File: src/rtl/vx_secded_pipe_if.sv
`default_nettype none
// +------------------------------------------------------------------+
// | vx_secded_pipe_if : handshake and data bus of the SECDED codec    |
// | Rev 1.0                                                          |
// +------------------------------------------------------------------+
interface vx_secded_pipe_if #(
  parameter int DATA_BITS = 128,
  parameter int NUM_LANES = 1
);
  localparam int HAM_BITS = $clog2(DATA_BITS + 1 + $clog2(DATA_BITS + 1));
  localparam int ENC      = DATA_BITS + HAM_BITS + 1;

  logic                          in_valid;
  logic                          in_ready;
  logic                          in_decode;
  logic [NUM_LANES*ENC-1:0]      in_data;
  logic                          out_valid;
  logic                          out_ready;
  logic [NUM_LANES*ENC-1:0]      out_data;
  logic [NUM_LANES-1:0]          out_sec;
  logic [NUM_LANES-1:0]          out_ded;
  logic [NUM_LANES*HAM_BITS-1:0] out_syndrome;

  modport master (
    output in_valid, in_decode, in_data, out_ready,
    input  in_ready, out_valid, out_data, out_sec, out_ded, out_syndrome
  );

  modport slave (
    input  in_valid, in_decode, in_data, out_ready,
    output in_ready, out_valid, out_data, out_sec, out_ded, out_syndrome
  );
endinterface
`default_nettype wire

File: src/rtl/vx_secded_pipe.sv
`default_nettype none
// +------------------------------------------------------------------+
// | vx_secded_pipe : multi-lane pipelined SECDED encoder/decoder      |
// | Rev 1.0                                                          |
// +------------------------------------------------------------------+
module vx_secded_pipe #(
  parameter int  DATA_BITS = 128,
  parameter int  NUM_LANES = 1,
  parameter int  PIPE_REG  = 0,
  parameter int  CNT_BITS  = 16,
  localparam int HAM_BITS  = $clog2(DATA_BITS + 1 + $clog2(DATA_BITS + 1)),
  localparam int ENC       = DATA_BITS + HAM_BITS + 1,
  localparam int LANE_W    = (NUM_LANES > 1) ? $clog2(NUM_LANES) : 1,
  localparam int BIT_W     = $clog2(ENC)
) (
  input  wire logic                clk,
  input  wire logic                reset,
  vx_secded_pipe_if.slave          bus,
  input  wire logic                inj_arm,
  input  wire logic [LANE_W-1:0]   inj_lane,
  input  wire logic [BIT_W-1:0]    inj_bit,
  output logic                     inj_pending,
  input  wire logic                cnt_clr,
  output logic [CNT_BITS-1:0]      sec_count,
  output logic [CNT_BITS-1:0]      ded_count
);

  function automatic logic [ENC-1:0] f_encode(input logic [DATA_BITS-1:0] d);
    logic [ENC-1:0]       cw;
    logic [DATA_BITS-1:0] sh;
    logic                 par;
    cw = '0;
    sh = d;
    for (int i = 0; i < ENC - 1; i++) begin
      if (((i + 1) & i) != 0) begin
        cw[i] = sh[0];
        sh    = sh >> 1;
      end
    end
    for (int p = 0; p < HAM_BITS; p++) begin
      par = 1'b0;
      for (int i = 0; i < ENC - 1; i++)
        if ((((i + 1) >> p) & 1) != 0) par = par ^ cw[i];
      for (int i = 0; i < ENC - 1; i++)
        if ((i + 1) == (1 << p)) cw[i] = par;
    end
    cw[ENC-1] = ^cw[ENC-2:0];
    return cw;
  endfunction

  function automatic logic [HAM_BITS-1:0] f_syndrome(input logic [ENC-1:0] cw);
    logic [HAM_BITS-1:0] s;
    s = '0;
    for (int i = 0; i < ENC - 1; i++)
      if (cw[i]) s = s ^ HAM_BITS'(i + 1);
    return s;
  endfunction

  // Data sits at non-power-of-two positions; shift in from the top so the first ends at bit 0.
  function automatic logic [DATA_BITS-1:0] f_extract(input logic [ENC-1:0] cw);
    logic [DATA_BITS-1:0] d;
    d = '0;
    for (int i = 0; i < ENC - 1; i++)
      if (((i + 1) & i) != 0) d = (d >> 1) | (DATA_BITS'(cw[i]) << (DATA_BITS - 1));
    return d;
  endfunction

  function automatic logic [CNT_BITS-1:0] f_sat_add(input logic [CNT_BITS-1:0] c, input int n);
    logic [CNT_BITS:0] s;
    s = {1'b0, c} + (CNT_BITS + 1)'(n);
    return s[CNT_BITS] ? {CNT_BITS{1'b1}} : s[CNT_BITS-1:0];
  endfunction

  logic                          r_inj_pending;
  logic [LANE_W-1:0]             r_inj_lane;
  logic [BIT_W-1:0]              r_inj_bit;
  logic [NUM_LANES*ENC-1:0]      w_res_data;
  logic [NUM_LANES-1:0]          w_res_sec;
  logic [NUM_LANES-1:0]          w_res_ded;
  logic [NUM_LANES*HAM_BITS-1:0] w_res_syn;

  genvar gl;
  generate
    for (gl = 0; gl < NUM_LANES; gl++) begin : g_lane
      logic [ENC-1:0]      w_in_cw;
      logic [ENC-1:0]      w_enc_cw;
      logic [ENC-1:0]      w_fix_cw;
      logic [ENC-1:0]      w_inj_mask;
      logic [HAM_BITS-1:0] w_syn;
      logic                w_q;
      logic                w_sec;
      logic                w_ded;

      assign w_in_cw    = bus.in_data[gl*ENC +: ENC];
      // Bit indices at or beyond ENC shift out of the mask, so they consume without flipping.
      assign w_inj_mask = (r_inj_pending && (NUM_LANES == 1 || int'(r_inj_lane) == gl))
                          ? (ENC'(1) << r_inj_bit) : '0;
      assign w_enc_cw   = f_encode(w_in_cw[DATA_BITS-1:0]) ^ w_inj_mask;
      assign w_syn      = f_syndrome(w_in_cw);
      assign w_q        = ^w_in_cw;

      always_comb begin
        w_fix_cw = w_in_cw;
        w_sec    = 1'b0;
        w_ded    = 1'b0;
        if (w_q) begin
          if (int'(w_syn) <= ENC - 1) begin
            w_sec = 1'b1;
            for (int i = 0; i < ENC - 1; i++)
              if (int'(w_syn) == i + 1) w_fix_cw[i] = ~w_fix_cw[i];
          end else begin
            w_ded = 1'b1;
          end
        end else if (w_syn != '0) begin
          w_ded = 1'b1;
        end
      end

      assign w_res_data[gl*ENC +: ENC]           = bus.in_decode ? ENC'(f_extract(w_fix_cw)) : w_enc_cw;
      assign w_res_sec[gl]                       = bus.in_decode & w_sec;
      assign w_res_ded[gl]                       = bus.in_decode & w_ded;
      assign w_res_syn[gl*HAM_BITS +: HAM_BITS]  = bus.in_decode ? w_syn : '0;
    end
  endgenerate

  logic                          r_s0_full;
  logic [NUM_LANES*ENC-1:0]      r_s0_data;
  logic [NUM_LANES-1:0]          r_s0_sec;
  logic [NUM_LANES-1:0]          r_s0_ded;
  logic [NUM_LANES*HAM_BITS-1:0] r_s0_syn;
  logic                          w_s0_ready;
  logic                          w_in_ready;
  logic                          w_in_fire;
  logic                          w_out_valid;
  logic [NUM_LANES*ENC-1:0]      w_out_data;
  logic [NUM_LANES-1:0]          w_out_sec;
  logic [NUM_LANES-1:0]          w_out_ded;
  logic [NUM_LANES*HAM_BITS-1:0] w_out_syn;
  logic                          w_out_fire;

  assign w_in_ready = !r_s0_full | w_s0_ready;
  assign w_in_fire  = bus.in_valid & w_in_ready;

  always_ff @(posedge clk or posedge reset) begin
    if (reset) begin
      r_s0_full <= 1'b0;
      r_s0_data <= '0;
      r_s0_sec  <= '0;
      r_s0_ded  <= '0;
      r_s0_syn  <= '0;
    end else if (w_in_ready) begin
      r_s0_full <= bus.in_valid;
      if (bus.in_valid) begin
        r_s0_data <= w_res_data;
        r_s0_sec  <= w_res_sec;
        r_s0_ded  <= w_res_ded;
        r_s0_syn  <= w_res_syn;
      end
    end
  end

  generate
    if (PIPE_REG != 0) begin : g_mid
      logic                          r_s1_full;
      logic [NUM_LANES*ENC-1:0]      r_s1_data;
      logic [NUM_LANES-1:0]          r_s1_sec;
      logic [NUM_LANES-1:0]          r_s1_ded;
      logic [NUM_LANES*HAM_BITS-1:0] r_s1_syn;

      always_ff @(posedge clk or posedge reset) begin
        if (reset) begin
          r_s1_full <= 1'b0;
          r_s1_data <= '0;
          r_s1_sec  <= '0;
          r_s1_ded  <= '0;
          r_s1_syn  <= '0;
        end else if (!r_s1_full || bus.out_ready) begin
          r_s1_full <= r_s0_full;
          if (r_s0_full) begin
            r_s1_data <= r_s0_data;
            r_s1_sec  <= r_s0_sec;
            r_s1_ded  <= r_s0_ded;
            r_s1_syn  <= r_s0_syn;
          end
        end
      end

      assign w_s0_ready  = !r_s1_full | bus.out_ready;
      assign w_out_valid = r_s1_full;
      assign w_out_data  = r_s1_data;
      assign w_out_sec   = r_s1_sec;
      assign w_out_ded   = r_s1_ded;
      assign w_out_syn   = r_s1_syn;
    end else begin : g_direct
      assign w_s0_ready  = bus.out_ready;
      assign w_out_valid = r_s0_full;
      assign w_out_data  = r_s0_data;
      assign w_out_sec   = r_s0_sec;
      assign w_out_ded   = r_s0_ded;
      assign w_out_syn   = r_s0_syn;
    end
  endgenerate

  assign w_out_fire       = w_out_valid & bus.out_ready;
  assign bus.in_ready     = w_in_ready;
  assign bus.out_valid    = w_out_valid;
  assign bus.out_data     = w_out_data;
  assign bus.out_sec      = w_out_sec;
  assign bus.out_ded      = w_out_ded;
  assign bus.out_syndrome = w_out_syn;

  // A same-cycle arm wins over consumption: the accepted encode uses the old target.
  always_ff @(posedge clk or posedge reset) begin
    if (reset) begin
      r_inj_pending <= 1'b0;
      r_inj_lane    <= '0;
      r_inj_bit     <= '0;
    end else if (inj_arm) begin
      r_inj_pending <= 1'b1;
      r_inj_lane    <= inj_lane;
      r_inj_bit     <= inj_bit;
    end else if (w_in_fire && !bus.in_decode) begin
      r_inj_pending <= 1'b0;
    end
  end

  assign inj_pending = r_inj_pending;

  logic [CNT_BITS-1:0] r_sec_cnt;
  logic [CNT_BITS-1:0] r_ded_cnt;

  always_ff @(posedge clk or posedge reset) begin
    if (reset) begin
      r_sec_cnt <= '0;
      r_ded_cnt <= '0;
    end else if (cnt_clr) begin
      r_sec_cnt <= '0;
      r_ded_cnt <= '0;
    end else if (w_out_fire) begin
      r_sec_cnt <= f_sat_add(r_sec_cnt, $countones(w_out_sec));
      r_ded_cnt <= f_sat_add(r_ded_cnt, $countones(w_out_ded));
    end
  end

  assign sec_count = r_sec_cnt;
  assign ded_count = r_ded_cnt;

endmodule
`default_nettype wire
File: src/flat_wrapper.sv
// flat-port wrapper written by rule: the top's interface ports become plain ports
module vx_secded_pipe_flat 
#(
  parameter int  DATA_BITS = 128,
  parameter int  NUM_LANES = 1,
  parameter int  PIPE_REG  = 0,
  parameter int  CNT_BITS  = 16,
  localparam int HAM_BITS  = $clog2(DATA_BITS + 1 + $clog2(DATA_BITS + 1)),
  localparam int ENC       = DATA_BITS + HAM_BITS + 1,
  localparam int LANE_W    = (NUM_LANES > 1) ? $clog2(NUM_LANES) : 1,
  localparam int BIT_W     = $clog2(ENC)
)
  (clk, reset, inj_arm, inj_lane, inj_bit, inj_pending, cnt_clr, sec_count, ded_count, bus_in_valid, bus_in_decode, bus_in_data, bus_out_ready, bus_in_ready, bus_out_valid, bus_out_data, bus_out_sec, bus_out_ded, bus_out_syndrome);
  vx_secded_pipe_if #(.DATA_BITS(DATA_BITS), .NUM_LANES(NUM_LANES)) bus_i ();
  input  wire logic clk;
  input  wire logic reset;
  input  wire logic inj_arm;
  input  wire logic [LANE_W-1:0] inj_lane;
  input  wire logic [BIT_W-1:0] inj_bit;
  output logic inj_pending;
  input  wire logic cnt_clr;
  output logic [CNT_BITS-1:0] sec_count;
  output logic [CNT_BITS-1:0] ded_count;
  input wire logic [$bits(bus_i.in_valid)-1:0] bus_in_valid;
  input wire logic [$bits(bus_i.in_decode)-1:0] bus_in_decode;
  input wire logic [$bits(bus_i.in_data)-1:0] bus_in_data;
  input wire logic [$bits(bus_i.out_ready)-1:0] bus_out_ready;
  output wire logic [$bits(bus_i.in_ready)-1:0] bus_in_ready;
  output wire logic [$bits(bus_i.out_valid)-1:0] bus_out_valid;
  output wire logic [$bits(bus_i.out_data)-1:0] bus_out_data;
  output wire logic [$bits(bus_i.out_sec)-1:0] bus_out_sec;
  output wire logic [$bits(bus_i.out_ded)-1:0] bus_out_ded;
  output wire logic [$bits(bus_i.out_syndrome)-1:0] bus_out_syndrome;
  assign bus_i.in_valid = bus_in_valid;
  assign bus_i.in_decode = bus_in_decode;
  assign bus_i.in_data = bus_in_data;
  assign bus_i.out_ready = bus_out_ready;
  assign bus_in_ready = bus_i.in_ready;
  assign bus_out_valid = bus_i.out_valid;
  assign bus_out_data = bus_i.out_data;
  assign bus_out_sec = bus_i.out_sec;
  assign bus_out_ded = bus_i.out_ded;
  assign bus_out_syndrome = bus_i.out_syndrome;
  vx_secded_pipe #(.DATA_BITS(DATA_BITS), .NUM_LANES(NUM_LANES), .PIPE_REG(PIPE_REG), .CNT_BITS(CNT_BITS)) u_core (.clk(clk), .reset(reset), .bus(bus_i), .inj_arm(inj_arm), .inj_lane(inj_lane), .inj_bit(inj_bit), .inj_pending(inj_pending), .cnt_clr(cnt_clr), .sec_count(sec_count), .ded_count(ded_count));
endmodule
File: config.mk
export PLATFORM = sky130hd
export DESIGN_NAME = vx_secded_pipe_flat
export DESIGN_NICKNAME = d
export VERILOG_FILES = /design/src/rtl/vx_secded_pipe_if.sv /design/src/rtl/vx_secded_pipe.sv /design/src/flat_wrapper.sv
export SDC_FILE = /design/constraint.sdc
export NUM_CORES = 1
export LEC_CHECK = 0
export CORE_UTILIZATION = 53
export CTS_CLUSTER_DIAMETER = 30
export DETAILED_ROUTE_END_ITERATION = 8
export PLACE_DENSITY_LB_ADDON = 0.12
export SETUP_SLACK_MARGIN = 0.1
export SYNTH_ARGS = -nofsm -noshare
export SYNTH_HDL_FRONTEND = slang
export SYNTH_SLANG_ARGS = --single-unit
File: constraint.sdc
create_clock -name clk -period 6.9 [get_ports clk]
set_clock_uncertainty 0.2 [all_clocks]
set_input_delay 1.035 -clock clk [delete_from_list [all_inputs] [get_ports clk]]
set_output_delay 1.035 -clock clk [all_outputs]
set_load 0.02 [all_outputs]
==> flow_summary.ini, run 1 <==
[sta]
finalCriticalPeriod_ns = 5.70
slew_violations = 0
hold_viol_final = 0
relSlewSlack = 0.164
grt_setup_unrepaired = no
tightest_slew_ns = 1.25
fmax_mhz = 175
tns_ns = 0
fin_ws_ns = 1.20
finalSetupViolations = 0
post-route-period-util = 0.827

[floorplan]
initial_core_util = 0.537
rows = 64
ios = 335
die_w_microns = 178
core_area_sq_mm = 0.0306
die_area_sq_mm = 0.0317
die_y_microns = 178

[detailed_routing]
viasPerCell = 6.28
detail-route-antenna-nets = 0
dr.pass1.iters = 7
drc = 0
wl_microns = 70000
drt_iter0_drc = 1956
vias = 15400
wire_per_inst_microns = 28.6

[logic_synthesis]
syn_area_per_cell_sq_um = 9.02
yosys.area.top_type = dfrtp_1
ys_top_cells_by_area = dfrtp_1 29%, xnor2_1 23%, xnor3_1 8.9%
synth_edf_count = 0
synth_seq_area_share = 0.288
synth_cell_types = 66
synth_most_common_cell = xnor2_1
synth_warnings = 0
synth.cell_area_sq_mm = 0.0164
synth_cells = 1823
netlist.area_leader.share = 0.288
ys_ff_latch = 189
syn-num-nets = 1980
synthArstFlopShare = 1.00
synth_ff_type = dfrtp_1
ys_top_cells_by_count = 428 x xnor2_1, 237 x nor2_1, 189 x dfrtp_1

[layout]
area_growth_pct = 24.1
instances_no_fill = 2450
layout-drive-gt1-share = 0.0497
finalNetCount = 2198
num_antenna_cells = 0

[clock_tree]
root_buffer = clkbuf_16
htreeDepth = 4
cts.sinks = 189
clock_latency_ns = 0.46
clock_path_buffers = 2
cts_setup_buffers = 0
cts-buffers-inserted = 17
tritoncts = built
holdBufCountCts = 0
clk_pin_slew_ns = 0.08
cts.repair.resized = 0

[setup_path]
endpoint_kind = flop
start_kind = input port
crit_path_top_delay_cell = nand4b_1
cpPeakStageDelay_ns = 0.80
cp.required_ns = 6.97
timing_worst_setup_path_type = in -> reg
cp_max_fo = 15
worstSetupStartpoint = bus_in_data[5]
r2r_setup_slack_ns = 3.47
r2r_end = u_core.bus.out_data[136]$_DFFE_PP0P_
cp_common_cell = xnor3_1
worstPathArrival_ns = 5.78
crit_chain = clkdlybuf4s50_1 -> xnor3_1 -> xnor3_1 -> xnor3_1 -> xor2_1 -> xnor3_1 -> nand4b_1 -> nor2_1 -> xnor2_1 -> o221ai_1
reg2reg_from = u_core.r_inj_bit[4]$_DFFE_PP0P_
reg2regPathDepth = 8

[placement]
port_buffers = 333
dp.cells = 2418
dp_slack_ns = 0.913
post-dp-hpwl_microns = 52000
gp_congestion = 1.03

[power]
internal_power_uw = 4200
p_seq_frac = 0.153
ir_worst_vdd_mv = 0.757
switching_share = 0.550
switchingPower_uw = 5140
p_clk_frac = 0.113
powerDensity_mw_per_mm2 = 458
pwr-share-comb = 0.734
leakagePower_uw = 0.00766

[min_path]
holdPathStages = 2
min_to = u_core.bus.out_syndrome[3]$_DFFE_PP0P_
hold_start = u_core.bus.out_syndrome[3]$_DFFE_PP0P_
hp-class = reg -> reg

[global_route]
overflow = 0
grtUsageTotal = 0.443
grt_pass1_vias = 14600
grt_pass1_wl_microns = 98800
antenna_found_initial = 1
grt_max_degree = 86

[outcome]
status = finished, final reports clean

[flow_run]
max_cap_viol_count = 0
## per-stage QoR
step | power, uW | area, sq um | hold WS (ns) | utilization
floorplan | 5610 | 16400 | 0.347 | -
global route | 9560 | 20400 | 0.309 | 0.667
finish | 9340 | 20400 | 0.279 | 0.667
global placement | 7860 | 19800 | 0.263 | 0.648
CTS | 9010 | 20400 | 0.287 | 0.667
detailed placement | 7910 | 19800 | 0.270 | 0.648
## state kept, by name, indices dropped and copies added (netlist names)
register and count:
u_core.ded_count 16, u_core.bus.out_syndrome 8, u_core.bus.out_sec 1, u_core.inj_pending 1, u_core.bus.out_data 137, u_core.bus.out_valid 1
u_core.sec_count 16, u_core.bus.out_ded 1, u_core.r_inj_bit 8
## power groups by stage
stage          clock (uW)  combinational [uW]  sequential (uW)
2_1_floorplan           0                3970             1630
3_3_place_gp            0                6420             1440
3_5_place_dp            0                6460             1450
4_1_cts              1050                6530             1430
5_1_grt              1090                7020             1450
6_report             1050                6860             1430
## layout make-up
cell class	instances	area, sq um
multi-input combinational	1472	11100
fill	2469	10200
sequential	189	4730
timing repair buffer	354	3500
tap	396	495
clock buffer	18	439
clock inverter	14	144
inverter	7	33.8
## cell families (layout without fill, tap and decap cells)
| kind of cell | count (synthesis) | in the layout | share of synthesized area |
|---|---|---|---|
| xor+xnor | 630 | 630 | 0.405 |
| simple gates | 526 | 526 | 0.145 |
| compound gates | 302 | 302 | 0.112 |
| flops | 189 | 189 | 0.288 |
| buf+inv | 162 | 393 | 0.0414 |
| mux | 10 | 10 | 0.00677 |
| fa+ha+maj | 4 | 4 | 0.00304 |
## cells in the final DEF (no fill, tap or decap), drive strengths merged, types with 7 or more instances in the layout
| master | synthesis | final |
|---|---|---|
| nand3 | 23 | 23 |
| nor3b | 8 | 8 |
| nor2 | 247 | 247 |
| o21ai | 31 | 31 |
| xnor3 | 67 | 67 |
| nand2 | 162 | 162 |
| nand3b | 7 | 7 |
| buf | 29 | 21 |
| a21oi | 111 | 111 |
| mux2 | 9 | 9 |
| clkbuf | 126 | 18 |
| dfrtp | 189 | 189 |
| xnor2 | 433 | 433 |
| o221ai | 29 | 29 |
| nor3 | 20 | 20 |
| xor2 | 119 | 119 |
| a211oi | 12 | 12 |
| clkdlybuf4s50 | 0 | 333 |
| inv | 7 | 15 |
| o22ai | 96 | 96 |
| nand4 | 9 | 9 |
| or3 | 8 | 8 |
| xor3 | 11 | 11 |
## worst max-delay path: cells and delay by family
family / cells / cell delay, ns
xor+xnor: 6 / 2.72
compound gates: 1 / 0.14
simple gates: 2 / 1.17
buf+inv: 1 / 0.71
## metal layers
| metal | global-route usage | share of wire |
|---|---|---|
| met1 | 0.591 | 0.38 |
| met4 | 0.240 | 0.058 |
| met5 | 0.00801 | 0 |
| met3 | 0.124 | 0.13 |
| met2 | 0.646 | 0.43 |
## worst max path at each step
| stage | endpoint | slack, ns | cells past startpoint |
|---|---|---|---|
| 2_1_floorplan | u_core.bus.out_data[0]$_DFFE_PP0P_ | 0.52 | 1 |
| 3_3_place_gp | u_core.bus.out_data[21]$_DFFE_PP0P_ | 0.91 | 10 |
| 3_5_place_dp | u_core.bus.out_data[13]$_DFFE_PP0P_ | 0.91 | 10 |
| 4_1_cts | u_core.bus.out_data[26]$_DFFE_PP0P_ | 1.32 | 10 |
| 5_1_grt | u_core.bus.out_data[19]$_DFFE_PP0P_ | 1.08 | 11 |
| 6_report | u_core.bus.out_data[26]$_DFFE_PP0P_ | 1.20 | 10 |
(Power assumes the default switching activity.)
==> inputs of run 2 (changes only) <==
--- a/config.mk
+++ b/config.mk
@@ -5,7 +5,7 @@
 export SDC_FILE = /design/constraint.sdc
 export NUM_CORES = 1
 export LEC_CHECK = 0
-export CORE_UTILIZATION = 53
+export CORE_UTILIZATION = 48
 export CTS_CLUSTER_DIAMETER = 30
 export DETAILED_ROUTE_END_ITERATION = 8
 export PLACE_DENSITY_LB_ADDON = 0.12
==> constraint.sdc (replaced) <==
create_clock -name clk -period 4.95 [get_ports clk]
set_clock_uncertainty 0.2 [all_clocks]
set_input_delay 0.7425 -clock clk [delete_from_list [all_inputs] [get_ports clk]]
set_output_delay 0.7425 -clock clk [all_outputs]
set_load 0.02 [all_outputs]
==> run 2 against run 1 <==
Net effect: core utilization rose by 0.60 points; critical path depth increased by 3; critical path type unchanged; clock-buffer cell count is 1 higher; largest cell class unchanged; hold slack improved by 0.0065 ns; register-to-register slack got worse by 2.0 ns.
==> flow_summary.ini, run 2 (same netlist as run 1, synthesis figures left out) <==
[flow_run]
max_cap_viol_count = 0

[floorplan]
rows = 67
core_area_sq_mm = 0.0336
die_w_microns = 187
die_y_microns = 187
die_area_sq_mm = 0.0350
ios = 335
initial_core_util = 0.489

[clock_tree]
root_buffer = clkbuf_16
clk_pin_slew_ns = 0.08
cts.sinks = 189
cts.repair.resized = 0
holdBufCountCts = 0
clock_latency_ns = 0.47
tritoncts = built
clock_path_buffers = 2
htreeDepth = 4
cts-buffers-inserted = 17
cts_setup_buffers = 0

[sta]
finalCriticalPeriod_ns = 4.79
tightest_slew_ns = 1.27
tns_ns = 0
post-route-period-util = 0.968
grt_setup_unrepaired = no
hold_viol_final = 0
fmax_mhz = 209
relSlewSlack = 0.150
finalSetupViolations = 0
slew_violations = 0

[global_route]
overflow = 0
grt_max_degree = 78
grtUsageTotal = 0.436
grt_pass1_wl_microns = 110000
grt_pass1_vias = 16300
antenna_found_initial = 0

[placement]
port_buffers = 333
gp_congestion = 1.05
post-dp-hpwl_microns = 60500
place_area_sq_mm = 0.0221

[setup_path]
endpoint_kind = flop
reg2regPathDepth = 8
start_kind = input port
worstPathArrival_ns = 4.88
reg2reg_from = u_core.r_inj_bit[4]$_DFFE_PP0P_
cp_max_fo = 4
r2r_setup_slack_ns = 1.46
cp.required_ns = 5.04
timing_worst_setup_path_type = in -> reg
r2r_end = u_core.bus.out_data[136]$_DFFE_PP0P_

[min_path]
hold_start = u_core.bus.out_data[130]$_DFFE_PP0P_
holdPathStages = 2
hp-class = reg -> reg
min_to = u_core.bus.out_data[130]$_DFFE_PP0P_

[layout]
final_common_cell = xnor2_1
final_cell_mix = 427 x xnor2_1, 333 x clkdlybuf4s50_1, 270 x buf_4
largest_register_ffs = 137
area_growth_pct = 37.6
multi_input_area_sq_mm = 0.0111
finalNetCount = 2463
fin_area_sq_mm = 0.0226
seq_area_sq_mm = 0.00473
num_antenna_cells = 0
layout-drive-gt1-share = 0.158
fillers = 2748

[outcome]
status = finished, final reports clean

[detailed_routing]
vias = 16500
drc = 0
viasPerCell = 5.97
detail-route-antenna-nets = 0
dr.pass1.iters = 6
wl_microns = 76400
wire_per_inst_microns = 27.6
drt_iter0_drc = 2011

[power]
fin_total_pwr_uw = 15600
powerDensity_mw_per_mm2 = 688
leakagePower_uw = 0.00897
ir_worst_vdd_mv = 0.965
## run 2: worst max-delay path by stage
stage,start,end,slack (ns),cells past startpoint
after CTS,bus_in_data[5],u_core.bus.out_data[5]$_DFFE_PP0P_,0.28,11
after floorplan,bus_in_data[6],u_core.bus.out_data[13]$_DFFE_PP0P_,0.61,12
after global placement,bus_in_data[5],u_core.bus.out_data[89]$_DFFE_PP0P_,-0.15,12
after detailed placement,bus_in_data[5],u_core.bus.out_data[5]$_DFFE_PP0P_,-0.20,11
final,bus_in_data[61],u_core.bus.out_data[27]$_DFFE_PP0P_,0.16,13
after global routing,bus_in_data[5],u_core.bus.out_data[17]$_DFFE_PP0P_,0.11,11
## run 2: stage by stage
| stage | util | instances | worst slack, ns | hold WS (ns) |
|---|---|---|---|---|
| 5_1_grt | 0.673 | 2767 | 0.111 | 0.295 |
| 2_1_floorplan | - | 1823 | 0.612 | 0.347 |
| 6_report | 0.673 | 2767 | 0.159 | 0.285 |
| 3_3_place_gp | 0.656 | 2735 | -0.152 | 0.262 |
| 3_5_place_dp | 0.656 | 2735 | -0.196 | 0.269 |
| 4_1_cts | 0.673 | 2767 | 0.282 | 0.286 |
## run 2: power breakdown
group	internal (uW)	switching [uW]
logic	5410	6760
clock network	679	724
registers	1800	202
total	7890	7690
## run 2: critical path, cell delays in order
cell             delay (ns)
clkdlybuf4s50_1        0.46
xnor2_1                0.56
xnor3_1                0.48
xnor3_1                0.46
xnor3_1                0.51
buf_4                  0.16
xnor2_1                0.35
nor2_1                 0.19
nand2_1                0.23
buf_4                  0.25
nor2_1                 0.07
xnor2_1                0.24
o221ai_1               0.17
## run 2: cell type report
type,count,share of cell area
timing repair buffer,619,0.251
clock buffer,19,0.0196
multi-input combinational,1472,0.489
tap,448,0.0248
inverter,7,0.00133
clock inverter,13,0.00514
sequential,189,0.209
## run 2: per-layer routing
metal | vias up | routed length, microns | global-route usage
met5 | - | 0 | 0
met2 | 1304 | 33000 | 0.660
li1 | 7059 | - | -
met3 | 274 | 8870 | 0.105
met4 | 0 | 4860 | 0.242
met1 | 7885 | 29700 | 0.572
